## src/rtl/instr_fetch_decode.sv

```systemverilog
`timescale 1ns/1ps
// Multi-cycle fetch/decode stage sequencing the 8x8 regfile CTRL line (FETCH->DECODE->READ->WRITE).
// Optional feature macro BRANCH_EN: opcode 0x06 becomes a PC-relative jump resolved in DECODE.
module instr_fetch_decode #(
  parameter int ADDR_W   = 8,
  parameter int RESET_PC = 0,
  parameter int PC_STEP  = 4
) (
  input  logic              i_clk,
  input  logic              i_rst_n,
  output logic              o_imem_req,
  output logic [ADDR_W-1:0] o_imem_addr,
  input  logic              i_imem_ack,
  input  logic [31:0]       i_imem_data,
  input  logic              i_stall,
  output logic [ADDR_W-1:0] o_pc,
  output logic [2:0]        o_inaddr,
  output logic [2:0]        o_out1addr,
  output logic [2:0]        o_out2addr,
  output logic [7:0]        o_imm,
  output logic              o_imm_sel,
  output logic              o_sub_sel,
  output logic [2:0]        o_alu_op,
  output logic              o_reg_ctrl,
  output logic              o_issue_valid,
  output logic              o_illegal
);

  typedef enum logic [1:0] {
    S_FETCH  = 2'd0,
    S_DECODE = 2'd1,
    S_READ   = 2'd2,
    S_WRITE  = 2'd3
  } state_t;

  state_t            r_state;
  state_t            w_next;
  logic              r_req;
  logic [ADDR_W-1:0] r_pc;
  logic [31:0]       r_ir;
  logic [2:0]        r_inaddr;
  logic [2:0]        r_out1addr;
  logic [2:0]        r_out2addr;
  logic [7:0]        r_imm;
  logic              r_imm_sel;
  logic              r_sub_sel;
  logic [2:0]        r_alu_op;

  logic              w_ack;
  logic              w_legal;
  logic              w_branch;
  logic              w_imm_sel;
  logic              w_sub_sel;
  logic [2:0]        w_alu_op;
  logic              w_unused;

  // r_req is only ever set while in FETCH, so an ACK outside a request is dropped here.
  assign w_ack    = r_req & i_imem_ack;
  assign w_unused = ^{r_ir[23:19], r_ir[15:11]};

`ifdef BRANCH_EN
  logic signed [9:0]  w_br_off_s;
  logic [ADDR_W-1:0]  w_br_off;
  assign w_br_off_s = {r_ir[23:16], 2'b00};
  assign w_br_off   = ADDR_W'(w_br_off_s);
`endif

  always_comb begin
    w_legal   = 1'b0;
    w_branch  = 1'b0;
    w_imm_sel = 1'b0;
    w_sub_sel = 1'b0;
    w_alu_op  = 3'd0;
    case (r_ir[31:24])
      8'h00: begin w_legal = 1'b1; w_imm_sel = 1'b1; end
      8'h01: w_legal = 1'b1;
      8'h02: begin w_legal = 1'b1; w_alu_op = 3'd1; end
      8'h03: begin w_legal = 1'b1; w_sub_sel = 1'b1; w_alu_op = 3'd1; end
      8'h04: begin w_legal = 1'b1; w_alu_op = 3'd2; end
      8'h05: begin w_legal = 1'b1; w_alu_op = 3'd3; end
`ifdef BRANCH_EN
      8'h06: w_branch = 1'b1;
`endif
      default: ;
    endcase
  end

  always_comb begin
    w_next = r_state;
    case (r_state)
      S_FETCH:  if (w_ack) w_next = S_DECODE;
      S_DECODE: w_next = w_legal ? S_READ : S_FETCH;
      S_READ:   w_next = S_WRITE;
      S_WRITE:  if (!i_stall) w_next = S_FETCH;
      default:  w_next = S_FETCH;
    endcase
  end

  always_ff @(posedge i_clk or negedge i_rst_n) begin
    if (!i_rst_n) r_state <= S_FETCH;
    else          r_state <= w_next;
  end

  always_ff @(posedge i_clk or negedge i_rst_n) begin
    if (!i_rst_n) begin
      r_req      <= 1'b0;
      r_pc       <= ADDR_W'(RESET_PC);
      r_ir       <= '0;
      r_inaddr   <= '0;
      r_out1addr <= '0;
      r_out2addr <= '0;
      r_imm      <= '0;
      r_imm_sel  <= 1'b0;
      r_sub_sel  <= 1'b0;
      r_alu_op   <= '0;
    end else begin
      r_req <= (w_next == S_FETCH);
      if (w_ack) begin
        r_ir <= i_imem_data;
        r_pc <= r_pc + ADDR_W'(PC_STEP);
      end
`ifdef BRANCH_EN
      if (r_state == S_DECODE && w_branch) r_pc <= r_pc + w_br_off;
`endif
      // Decode fields only move on a legal DECODE exit and stay frozen through READ/WRITE.
      if (r_state == S_DECODE && w_legal) begin
        r_inaddr   <= r_ir[18:16];
        r_out1addr <= r_ir[10:8];
        r_out2addr <= r_ir[2:0];
        r_imm      <= r_ir[7:0];
        r_imm_sel  <= w_imm_sel;
        r_sub_sel  <= w_sub_sel;
        r_alu_op   <= w_alu_op;
      end
    end
  end

  assign o_imem_req    = r_req;
  assign o_imem_addr   = r_pc;
  assign o_pc          = r_pc;
  assign o_inaddr      = r_inaddr;
  assign o_out1addr    = r_out1addr;
  assign o_out2addr    = r_out2addr;
  assign o_imm         = r_imm;
  assign o_imm_sel     = r_imm_sel;
  assign o_sub_sel     = r_sub_sel;
  assign o_alu_op      = r_alu_op;
  assign o_reg_ctrl    = (r_state != S_WRITE);
  assign o_issue_valid = (r_state == S_WRITE);
  assign o_illegal     = (r_state == S_DECODE) & ~w_legal & ~w_branch;

endmodule
```

## config.mk

```make
export PLATFORM = sky130hd
export DESIGN_NAME = instr_fetch_decode
export DESIGN_NICKNAME = d
export VERILOG_FILES = /design/src/rtl/instr_fetch_decode.sv
export SDC_FILE = /design/constraint.sdc
export NUM_CORES = 1
export LEC_CHECK = 0
export ABC_CLOCK_PERIOD_IN_PS = 4080
export CORE_ASPECT_RATIO = 1.5
export CORE_MARGIN = 2
export CORE_UTILIZATION = 45
export CTS_CLUSTER_DIAMETER = 80
export CTS_CLUSTER_SIZE = 25
export DETAILED_ROUTE_END_ITERATION = 10
export PLACE_DENSITY = 0.89
export SLEW_MARGIN = 0
export SYNTH_ARGS = -nofsm -noshare
export SYNTH_HDL_FRONTEND = slang
export SYNTH_SLANG_ARGS = --single-unit
export TNS_END_PERCENT = 5
```

## constraint.sdc

```tcl
create_clock -name i_clk -period 4.08 [get_ports i_clk]
set_input_delay 0.612 -clock i_clk [delete_from_list [all_inputs] [get_ports i_clk]]
set_output_delay 0.612 -clock i_clk [all_outputs]
set_load 0.05 [all_outputs]
```

## After elaboration in Yosys (flattened, before gate mapping)

Cells that the tools add are included.
W data, S select, Z words.

| operators by class | value |
|---|---|
| bitwise operators | 3 |
| reductions and logical operators | 6 |
| add/sub/neg operators | 1 |
| multiplexer cells | 8 |
| equality and inequality tests | 9 |

Operators with widths:

| kind | number |
|---|---|
| $eq A8 B2 Y1 const B | 2 |
| $eq A8 B3 Y1 const B | 2 |
| $add A8 B3 Y8 const B | 1 |
| $eq A8 B1 Y1 const B | 1 |
| $logic_not A8 Y1 | 1 |
| $pmux W2 S4 | 1 |
| $mux W2 | 3 |
| $pmux W2 S3 | 1 |
| $reduce_or A6 Y1 | 1 |
| $eq A2 B2 Y1 const B | 2 |
| $logic_not A2 Y1 | 2 |
| $mux W1 | 3 |
| $and A1 B1 Y1 | 2 |
| $eq A2 B1 Y1 const B | 1 |
| $ne A2 B2 Y1 const B | 1 |
| $reduce_or A2 Y1 | 1 |
| $logic_and A1 B1 Y1 | 1 |
| $not A1 Y1 | 1 |

| storage, ports and cells | value |
|---|---|
| bits in registers | 65 |
| output and inout port bits | 42 |
| word-level logic and storage cells | 38 |
| input bits | 36 |

## Depth between registers and ports, before layout

Gate-level depths: netlist of run 1.

| logic depth | value |
|---|---|
| depth after elaboration | 6 |
| gate-level depth with buffers | 5 |
| mapped depth without buffers | 3 |

## Least setup slack after synthesis of run 1

Ideal clock, no wire load.

| timing | value |
|---|---|
| kind | register to output |
| start point | register r_state[1] |
| end point | output o_illegal |
| path slack | 2034 ps |
| data arrival time | 1434 ps |
| cell stages (with the launch flop) | 3 |
| required time | 3468 ps |
| buffers on the path | 0 |
| cells stage by stage | dfrtp_1 -> nand2b_1 -> a31oi_1 |

| on the way | value |
|---|---|
| cells in the longest elaborated chain, start to end | 2 |

RTL lines:

| item | line | RTL |
|---|---|---|
| start, declared | 36 | `state_t r_state;` |
| start signal, assigned | 101 | `else r_state <= w_next;` |
| $eq A2 B1 Y1 | 150 | `assign o_illegal = (r_state == S_DECODE) & ~w_legal & ~w_branch;` |
| $and A1 B1 Y1 | 150 |  |
| end, declared | 26 | `output logic o_illegal` |

Every way passes these cells.

## Worst setup path after layout of run 1

| timing | value |
|---|---|
| start point | register r_ir[27] |
| end point | output o_illegal |

| on the way | value |
|---|---|
| cells in the longest elaborated chain, start to end | 5 |
| elaborated cells on any way between the ends | 10 |
| classes of those cells | eq/ne: 5; mux: 1; bitwise: 2; reduce/logical: 2 |

RTL lines:

| item | line | RTL |
|---|---|---|
| start, declared | 40 | `logic [31:0] r_ir;` |
| start signal, assigned | 119 | `r_ir <= i_imem_data;` |
| $eq A8 B3 Y1 (tied with other cells) | 74 | `case (r_ir[31:24])` |
| $reduce_or A6 Y1 (no line) (*) | -- |  |
| $mux W1 (*) | 74 |  |
| $not A1 Y1 (*) | 150 |  |
| $and A1 B1 Y1 (*) | 150 |  |

Mark *: on every way between the ends. The rest lies on a longest branch, timed or not.

==> results of run 1 <==
-- cells by family after synthesis --
kind of cell,share of synthesized area [%]
mux,9.63
buf+inv,7.81
flops,57.5
xor+xnor,2.06
simple gates,19.3
compound gates,2.94
other cells,0.176
fa+ha+maj,0.587
-- power groups by stage --
stage | Clock (mW) | Sequential (mW) | Combinational (mW)
after floorplan | 0 | 1.27 | 0.649
after global placement | 0 | 0.895 | 1.39
after detailed placement | 0 | 0.910 | 1.41
after CTS | 0.339 | 0.902 | 1.42
after global routing | 0.361 | 0.935 | 1.49
final | 0.330 | 0.900 | 1.40
-- stage by stage --
| step | setup WS, ns | utilization (%) | hold WS (ns) |
|---|---|---|---|
| 2_1_floorplan | 2.03 | - | 0.316 |
| 3_3_place_gp | 1.72 | 59.3 | 0.453 |
| 3_5_place_dp | 1.71 | 59.3 | 0.469 |
| 4_1_cts | 1.35 | 61.6 | 0.485 |
| 5_1_grt | 1.20 | 61.6 | 0.514 |
| 6_report | 1.37 | 61.6 | 0.482 |
-- placed cells by master, fill, tap and decap left out, drive strengths merged, types with 2 or more instances in the layout --
master	n
a21oi	2
a31oi	3
buf	2
clkbuf	5
clkdlybuf4s50	61
conb	5
dfrtp	49
inv	3
mux2	14
nand2	75
nand3	2
nand4	4
nor2	4
nor4	2
xnor2	5
-- layer usage --
metal / vias up / part of all wire (%)
li1: 733 / -
met1: 728 / 41
met2: 49 / 53
met3: 6 / 4.4
met4: 0 / 1.9
met5: - / 0
-- layout make-up --
cell class	count	area, sq um	share of cell area [%]
timing repair buffer	63	623	22.3
clock buffer	5	68.8	2.46
multi-input combinational	131	753	26.9
clock inverter	2	35.0	1.25
sequential	49	1230	43.8
inverter	3	11.3	0.403
tap	64	80.1	2.86
-- registers in the layout (all words and copies together), names as in the netlist, 2 cells and up --
| register | count |
|---|---|
| o_out2addr | 2 |
| o_imem_addr | 6 |
| o_alu_op | 2 |
| o_imm | 6 |
| r_ir | 22 |
| o_out1addr | 3 |
| r_state | 2 |
| o_inaddr | 3 |
-- worst min-delay path by stage --
stage             start          end  slack, ns  cells past startpoint
2_1_floorplan   i_rst_n  o_alu_op[0]       0.32                      0
3_3_place_gp    r_ir[4]      r_ir[4]       0.45                      2
3_5_place_dp   r_ir[17]     r_ir[17]       0.47                      2
4_1_cts        r_ir[17]     r_ir[17]       0.49                      2
5_1_grt         r_ir[2]      r_ir[2]       0.51                      2
6_report       r_ir[17]     r_ir[17]       0.48                      2
-- worst max-delay path: cells and delay by family, from the launching register on --
kind | cells | cell delay [ns]
AOI/OAI and AO/OA | 1 | 0.16
DFF | 1 | 0.41
and+or+nand+nor | 1 | 0.49
buffers and inverters | 1 | 0.73
==> flow_metrics.py, run 1 <==
metrics = {
    "outcome": {
        "status": "completed",
    },
    "final_layout": {
        "fillers": 374,
        "layout-drive-gt1-share_pct": 10.3,
        "fin_nets": 290,
        "diodes": 0,
        "finalNonFillerCells": 317,
        "finish.instance_area_sq_um": 2800,
        "synthToLayoutAreaGrowth_pct": 31.3,
    },
    "timing": {
        "fmax_ghz": 0.369,
        "worstMarginPinSlew_ns": 1.07,
        "layout_min_cycle_time_ns": 2.71,
        "report.final.hold_viol_count": 0,
        "tns_ns": 0,
        "fin_crit_sh_pct": 66.4,
        "finalSetupViolations": 0,
        "relSlewSlack_pct": 28.7,
        "rsz0062_at_grt": "no",
        "fin_skew_ns": 0.0105,
        "drv_slew": 0,
    },
    "setup_path": {
        "crit_path_start": "r_ir[27]",
        "cp_slowest_cell": "clkdlybuf4s50_1",
        "reg2reg_depth": 3,
        "crit_end": "o_illegal",
        "slowest_delay_ns": 0.73,
        "cp_cell_sequence": "nor3_1, a31oi_1, clkdlybuf4s50_1",
        "path_max_fanout": 5,
        "arrival_ns": 2.10,
        "critPathRequiredTime_ns": 3.47,
        "rrSetupSlack_ns": 1.78,
        "cp-start-kind": "register",
        "crit_type": "reg2out",
        "endpoint_kind": "output pin",
        "r2r-end": "o_imm[3]",
        "r2r-start": "r_ir[27]",
    },
    "global_routing": {
        "grt.busiest_layer": "met2",
        "grt-ovfl-total": 0,
        "grt_use_met1_pct": 22.8,
        "grt_max_degree": 50,
        "grtUsageMet3_pct": 3.80,
        "antenna_found_initial": 0,
        "grt_util_met2_pct": 30.2,
        "grt_pass1_vias": 1571,
        "grt_use_total_pct": 18.3,
        "grt_pass1_wl_um": 7250,
    },
    "drt": {
        "drt-pass1-iter-count": 5,
        "ant_nets": 0,
        "drt-initial-drc-count": 38,
        "via_per_inst": 4.78,
        "route.detailed.drc": 0,
        "wl_um": 4200,
        "wl_per_cell_um": 13.3,
        "vias": 1516,
    },
    "pwr": {
        "clkPwrFrac_pct": 12.5,
        "switching_share_pct": 46.5,
        "switching_power_mw": 1.22,
        "power_mw": 2.63,
        "p_seq_share_pct": 34.2,
        "leakage_nw": 1.35,
        "p_per_area_nw_per_um2": 941,
        "vdd_drop_max_uv": 482,
        "intPower_mw": 1.41,
        "combPwrFrac_pct": 53.3,
    },
    "synthesis": {
        "syn_area_per_cell_sq_um": 10.7,
        "synth-async-reset-ratio_pct": 100,
        "yosysMostFrequentCell": "nand2_1",
        "netlist_instances": 200,
        "syn_area_sq_um": 2130,
        "synth_top_area_share_pct": 57.5,
        "synth_area_leaders": "dfrtp_1 (58%), nand2_1 (13%), mux2_4 (7.0%)",
        "synth_top_area_cell": "dfrtp_1",
        "synthFlopType": "dfrtp_1",
        "yosys_warnings": 0,
        "ys_seq_area_share_pct": 57.5,
        "synth_seq_cells": 49,
        "synth_edf_count": 0,
        "yosysUniqueCellTypes": 33,
        "synth_common_cells": "nand2_1 (75), dfrtp_1 (49), buf_4 (14)",
    },
    "place": {
        "routabilityCongestion": 0.814,
        "dpl_cell_area_sq_um": 2690,
        "numPortBuffers": 62,
        "hpwl_um": 2910,
        "dp_cells": 310,
    },
    "floorplanning": {
        "dieArea_sq_um": 5310,
        "core_region_area_sq_um": 4540,
        "start_util_pct": 46.9,
        "io_pins": 78,
        "die_h_um": 88.3,
        "fp-row-count": 30,
        "fp.dieW_um": 60.2,
    },
    "cts": {
        "cts-root-buf": "clkbuf_8",
        "ctsHoldBuffers": 0,
        "cts_resized": 0,
        "h-tree-depth": 2,
        "cts_made_buffers": 5,
        "clock_latency_ns": 0.30,
        "clk_pin_slew_worst_paths_ns": 0.09,
        "clockBufferDepth": 2,
        "clkSinkCount": 49,
        "cts_setup_buffers": 0,
        "cts_tree": "yes",
    },
    "min_path": {
        "worstHoldPathType": "reg2reg",
    },
    "flow_run": {
        "drv_cap": 0,
    },
}
No activity file was read; power rests on OpenSTA's default activity.
==> run 2: changes to the inputs <==
ABC_CLOCK_PERIOD_IN_PS = 2400   (was 4080)
CORE_UTILIZATION = 40   (was 45)
PLACE_DENSITY = 0.84   (was 0.89)
clock period = 2.4 ns   (was 4.08 ns; I/O delays follow)
==> run 2 against run 1 <==
Effect of this change: global-route usage is 2.2 points lower; clock power up 43%; non-clock buffer count is 6 higher; sequential power rose by 70%; routed wire length rose by 2.4%; count of clock-buffer cells in the layout is 2 higher; sequential cell count unchanged; utilization is 6.3 points lower; final area grew 1.3%; via count rose by 2.0%; critical endpoint is now o_issue_valid; highest routed layer unchanged.
==> flow_metrics.py, run 2 (synthesis results as in run 1) <==
metrics = {
    "floorplanning": {
        "dieArea_sq_um": 5940,
        "start_util_pct": 41.6,
        "fp.dieW_um": 63.6,
        "fp-row-count": 32,
        "io_pins": 78,
        "core_region_area_sq_um": 5120,
        "die_h_um": 93.4,
    },
    "timing": {
        "relSlewSlack_pct": 60.8,
        "tns_ns": 0,
        "fmax_ghz": 0.482,
        "worstMarginPinSlew_ns": 0.580,
        "report.final.hold_viol_count": 0,
        "fin_crit_sh_pct": 86.5,
        "finalSetupViolations": 0,
        "layout_min_cycle_time_ns": 2.07,
        "fin_hold_ws_ns": 0.0279,
        "layout_setup_ws_ns": 0.325,
        "fin_skew_ns": 0.00533,
        "rsz0062_at_grt": "no",
        "drv_slew": 0,
    },
    "final_layout": {
        "fin_util_pct": 55.3,
        "regMostFlops": "r_ir",
        "register_area_sq_um": 1230,
        "finish.instance_area_sq_um": 2830,
        "fillers": 468,
        "finalNonFillerCells": 327,
        "largest_reg_flops": 22,
        "layout-drive-gt1-share_pct": 12.0,
        "mostFrequentLayoutCell": "nand2_1",
        "diodes": 0,
        "most-common-layout-cells": "nand2_1 (75), clkdlybuf4s50_1 (60), dfrtp_1 (49)",
        "fin_nets": 296,
        "multi_input_area_sq_um": 753,
        "synthToLayoutAreaGrowth_pct": 32.9,
    },
    "cts": {
        "clock_latency_ns": 0.29,
        "cts_made_buffers": 5,
        "clk_pin_slew_worst_paths_ns": 0.08,
        "cts-root-buf": "clkbuf_8",
        "clkSinkCount": 49,
        "cts_tree": "yes",
        "ctsHoldBuffers": 0,
        "clockBufferDepth": 2,
        "h-tree-depth": 2,
    },
    "setup_path": {
        "critPathRequiredTime_ns": 2.04,
        "rrSetupSlack_ns": 0.41,
        "endpoint_kind": "output pin",
        "crit_type": "reg2out",
        "r2r-start": "r_ir[27]",
        "path_delay_family": "buffers and inverters",
        "arrival_ns": 1.71,
        "reg2reg_depth": 4,
        "r2r-end": "o_out1addr[1]",
        "slowest_delay_ns": 0.79,
        "path_max_fanout": 6,
        "cp-start-kind": "register",
        "critical_path_buf_inv_count": 2,
        "cp_cell_sequence": "nand2_1, inv_1, clkdlybuf4s50_1",
        "cp.depth": 3,
        "cp_slowest_cell": "clkdlybuf4s50_1",
    },
    "drt": {
        "wl_um": 4300,
        "route.detailed.drc": 0,
        "drt-pass1-iter-count": 4,
        "drt-initial-drc-count": 49,
        "wl_per_cell_um": 13.2,
        "vias": 1546,
        "via_per_inst": 4.73,
        "ant_nets": 0,
    },
    "global_routing": {
        "grt-ovfl-total": 0,
        "grt_pass1_vias": 1596,
        "antenna_found_initial": 0,
        "grt_pass1_wl_um": 7500,
        "grt_max_degree": 25,
        "grt_use_total_pct": 16.2,
    },
    "pwr": {
        "clkPwrFrac_pct": 10.7,
        "intPower_mw": 2.35,
        "switching_power_mw": 2.07,
        "p_seq_share_pct": 34.6,
        "vdd_drop_max_uv": 702,
        "leakage_nw": 1.39,
        "p_per_area_nw_per_um2": 1560,
        "power_mw": 4.42,
        "switching_share_pct": 46.9,
        "combPwrFrac_pct": 54.7,
    },
    "place": {
        "routabilityCongestion": 0.837,
        "dp_cells": 320,
        "dpl_cell_area_sq_um": 2740,
        "hpwl_um": 3190,
        "numPortBuffers": 62,
        "dp_slack_ns": 0.402,
    },
    "outcome": {
        "status": "completed",
    },
    "flow_run": {
        "drv_cap": 0,
    },
    "min_path": {
        "worstHoldPathType": "in2async",
    },
}
## run 2: cell types whose count changed in the layout (fill, tap and decap cells not counted)
cell             previous run  this run
buf_4                       1         7
clkbuf_8                    5         6
dlymetal6s2s_1              0         1
clkbuf_1                    0         1
clkdlybuf4s50_1            61        60
clkinv_2                    1         0
bufinv_16                   1         0
## run 2: cell type report
type                    instances  share of cell area, %
inverters                       3                  0.398
well taps                      68                   3.00
clock buffers                   7                   3.05
repair buffers                 69                   23.7
flip-flops and latches         49                   43.3
multi-input cells             131                   26.6
## run 2: worst register-to-register path, stage by stage, from the launching register on
cell and delay (ns):
dfrtp_1 0.40, or3_4 0.41, or4b_1 0.52, buf_4 0.23, mux2_4 0.32
## run 2: worst max-delay path by stage
| stage | startpoint | to |
|---|---|---|
| finish | r_state[1] | o_issue_valid |
| global route | r_state[1] | o_issue_valid |
| CTS | r_state[1] | o_illegal |
| detailed placement | r_state[1] | o_illegal |
| global placement | r_state[1] | o_illegal |
| floorplan | r_ir[27] | o_imm[2] |
## run 2: what timing repair did
action	4_1_cts	5_1_grt
buffers inserted	0	0
setup endpoints to repair	0	1
resized for setup	0	1
## run 2: power groups by stage
stage	Clock, mW	Sequential [mW]	Combinational (mW)
global route	0.527	1.60	2.58
CTS	0.491	1.53	2.45
floorplan	0	2.16	1.10
global placement	0	1.52	2.39
detailed placement	0	1.55	2.44
finish	0.473	1.53	2.42
## run 2: per-layer routing
layer	vias to the layer above	wire length [um]	share of wire, %	global-route usage (%)
met5	-	0	0	0
met4	0	94	2.2	7.07
met3	8	162	3.8	2.53
met2	46	2270	53	29.6
met1	747	1780	41	18.2
li1	745	-	-	-
==> run 3: changes to the inputs <==
TNS_END_PERCENT = default   (was 5)
==> results of run 3 <==
No change in the layout: final DEF, timing and power equal those of run 2.
